### src/rtl/velocity_unit_converter.sv
// velocity_unit_converter
// Converts raw per-channel pod velocity (um/s) into display speed units.
// One shared restoring divider walks the channels round-robin: load a
// channel, run IN_WIDTH divide steps, store (with optional half-up rounding),
// then either load the next channel on the same edge or drop back to idle.
module velocity_unit_converter #(
  parameter int IN_WIDTH      = 32,
  parameter int DIV_WIDTH     = 19,
  parameter int NUM_CH        = 4,
  parameter int MPH_DIV       = 447039,
  parameter int KMH_DIV       = 277778,
  parameter int ROUND_NEAREST = 1
) (
  input  logic                       clk,
  input  logic                       rst,
  input  logic                       enable,
  input  logic [1:0]                 mode,
  input  logic [NUM_CH*IN_WIDTH-1:0] velocity,
  output logic [NUM_CH*IN_WIDTH-1:0] speed,
  output logic [NUM_CH-1:0]          speed_valid,
  output logic                       busy,
  output logic                       scan_done
);

  localparam int CNT_W = (IN_WIDTH > 1) ? $clog2(IN_WIDTH) : 1;
  localparam int CH_W  = (NUM_CH > 1) ? $clog2(NUM_CH) : 1;

  typedef enum logic [1:0] {
    ST_IDLE  = 2'd0,
    ST_DIV   = 2'd1,
    ST_STORE = 2'd2
  } state_t;

  // Divisor for a unit select; the raw modes divide by one.
  function automatic logic [DIV_WIDTH-1:0] sel_divisor(input logic [1:0] m);
    logic [DIV_WIDTH-1:0] d;
    case (m)
      2'd0:    d = DIV_WIDTH'(MPH_DIV);
      2'd1:    d = DIV_WIDTH'(KMH_DIV);
      default: d = DIV_WIDTH'(1'b1);
    endcase
    return d;
  endfunction

  state_t               state_r;
  logic [CH_W-1:0]      ch_r;
  logic [CNT_W-1:0]     cnt_r;
  logic [IN_WIDTH-1:0]  dividend_r;
  logic [IN_WIDTH-1:0]  quot_r;
  logic [DIV_WIDTH:0]   rem_r;
  logic [DIV_WIDTH-1:0] divisor_r;
  logic [IN_WIDTH-1:0]  speed_arr_r [NUM_CH];
  logic [NUM_CH-1:0]    speed_valid_r;
  logic                 scan_done_r;
  logic                 busy_r;

  logic [IN_WIDTH-1:0]  vel_arr_s [NUM_CH];
  logic [CH_W-1:0]      ch_next_s;
  logic [CH_W-1:0]      load_ch_s;
  logic                 load_s;
  logic [DIV_WIDTH:0]   rem_shift_s;
  logic                 ge_s;
  logic [DIV_WIDTH:0]   rem_next_s;
  logic                 round_up_s;
  logic [IN_WIDTH-1:0]  result_s;

  // Unpack the flat velocity bus into per-channel words.
  always_comb begin
    for (int c = 0; c < NUM_CH; c++) begin
      vel_arr_s[c] = velocity[c*IN_WIDTH +: IN_WIDTH];
    end
  end

  // Channel sequencing: next pointer, and which channel a load event captures.
  always_comb begin
    if (ch_r == CH_W'(NUM_CH - 1)) begin
      ch_next_s = '0;
    end else begin
      ch_next_s = ch_r + CH_W'(1'b1);
    end
    if (state_r == ST_STORE) begin
      load_ch_s = ch_next_s;
    end else begin
      load_ch_s = ch_r;
    end
    load_s = enable && ((state_r == ST_IDLE) || (state_r == ST_STORE));
  end

  // One restoring divide step: shift in the next dividend bit, subtract if it fits.
  always_comb begin
    rem_shift_s = {rem_r[DIV_WIDTH-1:0], dividend_r[IN_WIDTH-1]};
    ge_s        = (rem_shift_s >= {1'b0, divisor_r});
    if (ge_s) begin
      rem_next_s = rem_shift_s - {1'b0, divisor_r};
    end else begin
      rem_next_s = rem_shift_s;
    end
  end

  // Final result: half-up rounding on the remainder, saturating at all-ones.
  always_comb begin
    round_up_s = (ROUND_NEAREST != 0) && ({rem_r, 1'b0} >= {2'b00, divisor_r});
    if (round_up_s) begin
      if (&quot_r) begin
        result_s = '1;
      end else begin
        result_s = quot_r + IN_WIDTH'(1'b1);
      end
    end else begin
      result_s = quot_r;
    end
  end

  // Scan controller, divider datapath and registered outputs.
  always_ff @(posedge clk or posedge rst) begin
    if (rst) begin
      state_r       <= ST_IDLE;
      ch_r          <= '0;
      cnt_r         <= '0;
      dividend_r    <= '0;
      quot_r        <= '0;
      rem_r         <= '0;
      divisor_r     <= '0;
      speed_valid_r <= '0;
      scan_done_r   <= 1'b0;
      busy_r        <= 1'b0;
      for (int c = 0; c < NUM_CH; c++) begin
        speed_arr_r[c] <= '0;
      end
    end else begin
      speed_valid_r <= '0;
      scan_done_r   <= 1'b0;
      case (state_r)
        ST_IDLE: begin
          busy_r <= 1'b0;
        end
        ST_DIV: begin
          rem_r      <= rem_next_s;
          quot_r     <= {quot_r[IN_WIDTH-2:0], ge_s};
          dividend_r <= {dividend_r[IN_WIDTH-2:0], 1'b0};
          cnt_r      <= cnt_r - CNT_W'(1'b1);
          if (cnt_r == '0) begin
            state_r <= ST_STORE;
          end
        end
        ST_STORE: begin
          speed_arr_r[ch_r]   <= result_s;
          speed_valid_r[ch_r] <= 1'b1;
          scan_done_r         <= (ch_r == CH_W'(NUM_CH - 1));
          ch_r                <= ch_next_s;
          state_r             <= ST_IDLE;
          busy_r              <= 1'b0;
        end
        default: begin
          state_r <= ST_IDLE;
          busy_r  <= 1'b0;
        end
      endcase
      // A load overrides the idle/return path above; mode and velocity are
      // sampled only here, so later changes never disturb a running conversion.
      if (load_s) begin
        dividend_r <= vel_arr_s[load_ch_s];
        divisor_r  <= sel_divisor(mode);
        rem_r      <= '0;
        quot_r     <= '0;
        cnt_r      <= CNT_W'(IN_WIDTH - 1);
        state_r    <= ST_DIV;
        busy_r     <= 1'b1;
      end
    end
  end

  genvar g;
  generate
    for (g = 0; g < NUM_CH; g++) begin : g_out
      assign speed[g*IN_WIDTH +: IN_WIDTH] = speed_arr_r[g];
    end
  endgenerate

  assign speed_valid = speed_valid_r;
  assign scan_done   = scan_done_r;
  assign busy        = busy_r;

endmodule

### config.mk
export PLATFORM = sky130hd
export DESIGN_NAME = velocity_unit_converter
export DESIGN_NICKNAME = d
export VERILOG_FILES = /design/src/rtl/velocity_unit_converter.sv
export SDC_FILE = /design/constraint.sdc
export NUM_CORES = 1
export LEC_CHECK = 0
export ABC_AREA = 1
export CORE_ASPECT_RATIO = 0.75
export CORE_MARGIN = 1.5
export CORE_UTILIZATION = 45
export CTS_BUF_LIST = sky130_fd_sc_hd__clkbuf_8
export DETAILED_ROUTE_END_ITERATION = 12
export DONT_BUFFER_PORTS = 1
export GPL_TIMING_DRIVEN = 1
export PLACE_DENSITY = 0.69
export SLEW_MARGIN = 30
export SYNTH_ARGS = -nofsm -noshare
export SYNTH_HDL_FRONTEND = slang
export SYNTH_SLANG_ARGS = --single-unit
### constraint.sdc
create_clock -name clk -period 20.1 [get_ports clk]
set_clock_uncertainty 0.15 [all_clocks]
set_input_delay 6.03 -clock clk [delete_from_list [all_inputs] [get_ports clk]]
set_output_delay 6.03 -clock clk [all_outputs]
set_load 0.02 [all_outputs]
=== Yosys cells after proc, flatten, opt, wreduce, memory -nomap -nowiden ===
Index checks and enable logic that the tools add are counted.
Widths: inputs -> output; s select.

* Bits in registers: 246
* Word-level logic and storage cells: 73
* Bits of input ports: 133

* Reduce and logical (&&, ||, !) cells: 10
* Order comparisons: 7
* Add/subtract/negate cells: 4
* Bitwise operators: 2
* Equality and inequality tests: 7
* Multiplexer cells: 29

{| class="wikitable"
|+ Operators by type and width
! kind !! number
|-
| $mux 32 || 9
|-
| $bwmux 128 || 1
|-
| $bmux 32 s2 || 1
|-
| $demux 32 s2 || 1
|-
| $mux 20 || 3
|-
| $pmux 19 s2 || 1
|-
| $add 32x1->32 const B || 1
|-
| $reduce_and 32->1 || 1
|-
| $ge 21x19->1 || 1
|-
| $ge 20x19->1 || 1
|-
| $sub 20x19->20 || 1
|-
| $mux 5 || 2
|-
| $mux 2 || 4
|-
| $ge 3x3->1 const B || 2
|-
| $not 2->3 || 2
|-
| $logic_not 5->1 || 1
|-
| $sub 5x1->5 const B || 1
|-
| $eq 2x1->1 const B || 2
|-
| $eq 2x2->1 const B || 2
|-
| $logic_not 2->1 || 2
|-
| $mux 1 || 4
|-
| $mux 4 || 1
|-
| $ne 2x2->1 const B || 2
|-
| $pmux 2 s2 || 1
|-
| 10 further kinds || 12
|}

=== Logic depth before layout (Yosys ltp) ===
* Word-level depth: 8
* Depth in mapped cells: 15

=== Worst setup path after synthesis ===
Ideal clock, no wire load.

* Path kind: in2reg
* From: in enable
* To: reg dividend_r[1]
* Arrival: 6.910 ns
* Path slack: 12.954 ns
* Setup time: 0.087 ns
* Stages: 6
* Data required time: 19.863 ns
* Cells stage by stage: nand2_1 > inv_1 > clkbuf_1 > clkbuf_1 > nand2_1 > o211ai_1

* Cells in the longest elaborated chain, start to end: 2
* Elaborated cells on any way between the ends: 3
* Classes of those cells: mux (1); reduce/logical (2)

{| class="wikitable"
|+ Ends and longest elaborated chain
! element !! RTL line !! RTL
|-
| start: declaration || 16 || <nowiki>input logic enable,</nowiki>
|-
| $logic_and 1x1->1 (*) || 86 || <nowiki>load_s = enable && ((state_r == ST_IDLE) || (state_r == ST_STORE));</nowiki>
|-
| $mux 32 / $reduce_bool 2->1 (equally long branches) || n/a ||
|-
| end signal: assignment || 140 || <nowiki>dividend_r <= {dividend_r[IN_WIDTH-2:0], 1'b0};</nowiki>
|-
| end signal: assignment || 162 || <nowiki>dividend_r <= vel_arr_s[load_ch_s];</nowiki>
|-
| end: declaration || 48 || <nowiki>logic [IN_WIDTH-1:0] dividend_r;</nowiki>
|}

Every way passes the cells marked *; elsewhere a longest branch is shown, timed or not.
A chain may end at the register's enable or synchronous reset.

=== Final worst setup path ===
* From: in enable
* To: reg dividend_r[23]

The elaborated chain is that of the path after synthesis.

==> run metrics <==
Starting Density 0.461; cells on worst reg2reg path 12; PortBufs 0; top-area cell type share of the netlist area 0.442; hold path cells 2; GRT Util Overall 0.256; maxcap violations 0; crit end category flip-flop; FFs w/ async S/R, synth 1.00; detailed placement HPWL roughly 26000 µm; placed cell area between 10000 and 15000 µm²; hold-fix buffer count after cts 0; Syn Inst Count around 1800; final WL between 30000 and 40000 µm; Sw Pwr about 1.0 mW; Worst Path Max Fanout 56; HP Class flip-flop to flip-flop; relative slew slack 0.417; CP arrival around 7600 ps; Power Density roughly 160 nW/µm²; CTS tree built; Gate power share 0.495; vias in the first global route approximately 11000; first-pass GRT wire length about 60000 µm; Worst path most repeated cell nand2_1; Post-DRT Antenna Nets 0; Clock Root Buffer clkbuf_8; Ports ~270; Peak VDD IR between 0.09 and 0.1 mV; vias per inst 5.41; count leader, synth nand2_1; Placer Congestion ~0.93; final worst-path cycle share 0.365; clock network fraction of design power 0.197; post-CTS sizing 0; die height 150 µm; Final Critical Period between 7000 and 8000 ps; Crit path largest cell delay approximately 550 ps; EDFF count, synth 0; Slew @ Worst Pin around 900 ps; total gr overflow 0; Final Util 0.498; H-tree Lvls 2; Clock Latency Late Sink approximately 550 ps; nets about 1900; Required @ worst endpoint between 20000 and 25000 ps; net count after synthesis just under 2000; CP Cell Sequence nand2_1 > nand2_2 > buf_4 > inv_2 > nand2_1 > o211ai_1; cell internal pwr roughly 1.2 mW; Worst Hold Margin about 340 ps; Max Root-Sink Buffers 3; Flop pwr share 0.308; CTS Buf Count 37; Unique masters post-synth 40; Final Hold Viols 0; flop and latch count out of synthesis 230; Post-Layout Inst Area about 14000 µm²; CP Launch Type input port; Remaining DRCs 0; ratio of cells with drive above 1 in the final layout 0.0911; DR pass1 iterations 6; # setup viols final 0; Cell Area, Synth roughly 13000 µm²; flop2flop setup slack 16470 ps; hold path startpoint rem_r[19]$_DFFE_PP0P_; Worst Hold Path EP rem_r[19]$_DFFE_PP0P_; worst path buffer plus inverter count 2; register area share after synthesis 0.442; WS Path Type input port to flip-flop; total core area between 20000 and 30000 µm²; DIE AREA 30000 µm²; Yosys top cell by area dfrtp_1; syn avg cell area 7.18 µm²; Via Count around 12000; Setup TNS 0 ps; Post-CTS Repair Setup Buffers 0; predominant post-synthesis flop cell dfrtp_1; P_leak approximately 7.4 nW; clock-pin slew on the worst setup and hold paths around 60 ps; FF-to-FF Start divisor_r[17]$_DFFE_PP0P_; top post-synthesis cells by count nand2_1 (828), dfrtp_1 (230), inv_1 (146); largest delay contributor family on the critical path buffers and inverters; largest net degree at the start of global routing 153; initial antenna violation count 3; Yosys warning total 0; Die Span X between 150 and 200 µm; switching share of power 0.468; area grow syn2layout 7.86%; synth top area cells dfrtp_1 (44%), nand2_1 (24%), o211ai_1 (5.2%); DR iter-0 viols 939; Clock Sink Count 230; Crit-path slowest cell buf_4; worst reg2reg path endpoint speed[106]$_DFFE_PP0P_; RSZ-0062 raised after global routing no; Rows between 50 and 60; Fmax achieved roughly 140 MHz; wire per inst ~17 µm; status completed; Pins Over Slew Limit 0
## logic make-up after synthesis
| kind of cell | count (synthesis) | share of synthesized area |
|---|---|---|
| buffers and inverters | 244 | 0.0758 |
| DFF | 230 | 0.442 |
| adders and majority gates | 24 | 0.0236 |
| and+or+nand+nor | 1133 | 0.364 |
| AOI/OAI and AO/OA | 175 | 0.0891 |
| xor gates and xnor gates | 9 | 0.00605 |
## cell usage in the layout, fill, tap and decap left out, types with 3 or more instances in the layout
master	n
or2_2	32
xnor2_1	6
buf_4	14
nand4_1	37
o21ai_1	7
diode_2	3
ha_1	23
nand2_2	29
inv_2	14
nor3_1	5
clkinv_2	4
o21ai_0	20
nand3b_1	9
nor2_1	78
nand3_1	97
o22ai_1	33
a21oi_1	18
dfrtp_1	230
nor2_2	11
bufinv_16	3
inv_1	155
xor2_1	3
nand2_1	827
o211ai_1	90
clkbuf_8	44
## metrics by stage
stage | power (mW) | cells | setup slack, ps
global placement | 1.74 | 2129 | 11960
global route | 2.41 | 2199 | 12630
detailed placement | 1.77 | 2129 | 12200
floorplan | 1.52 | 1815 | 7620
finish | 2.21 | 2199 | 12760
CTS | 2.21 | 2196 | 12770
## how the worst max path moves through the flow
stage | depth (start not counted) | endpoint | startpoint
final | 6 | dividend_r[23]$_DFFE_PP0P_ | enable
after global routing | 6 | dividend_r[1]$_DFFE_PP0P_ | enable
after CTS | 0 | speed_valid[3] | scan_done$_DFF_PP0_
after detailed placement | 6 | dividend_r[23]$_DFFE_PP0P_ | enable
after global placement | 6 | dividend_r[1]$_DFFE_PP0P_ | enable
after floorplan | 1 | busy$_DFFE_PP0N_ | rst
## worst reg2reg max path, stage by stage (launching register included)
cell	delay [ps]
dfrtp_1	320
inv_1	190
ha_1	430
nand2_1	150
inv_2	90
nand2_2	70
nor3_2	200
nand3_2	710
nand3_4	770
nand2_1	120
nand2_1	220
nand2_1	80
nand2_1	70
## power by group through the flow
stage                     combinational (mW)  sequential [mW]  clock (mW)
after floorplan                        0.862            0.656           0
after global placement                  1.06            0.683           0
after detailed placement                1.08            0.684           0
after CTS                               1.09            0.677       0.444
after global routing                    1.25            0.693       0.466
final                                   1.09            0.680       0.434
## metal layers
metal,share of wire,GRT usage,routed length (µm)
met5,0,0,0
met4,0.024,0.0917,907
met3,0.10,0.0670,3870
met2,0.43,0.391,16500
met1,0.44,0.351,16900
## cell type report
cell class / instances / area, µm²
diodes: 3 / 7.51
flip-flops and latches: 230 / 5760
repair buffers: 15 / 116
well taps: 385 / 482
fillers: 2861 / 14200
multi-input cells: 1341 / 6300
clock inverters: 23 / 184
inverters: 158 / 606
clock buffers: 44 / 606
## flip-flops by register name (all words and copies together) (netlist names)
| signal | flops |
|---|---|
| quot_r | 32 |
| busy | 1 |
| divisor_r | 4 |
| speed_valid | 3 |
| speed | 128 |
| ch_r | 2 |
| rem_r | 20 |
| state_r | 2 |
| dividend_r | 32 |
| scan_done | 1 |
| cnt_r | 5 |
(Power assumes the default switching activity.)
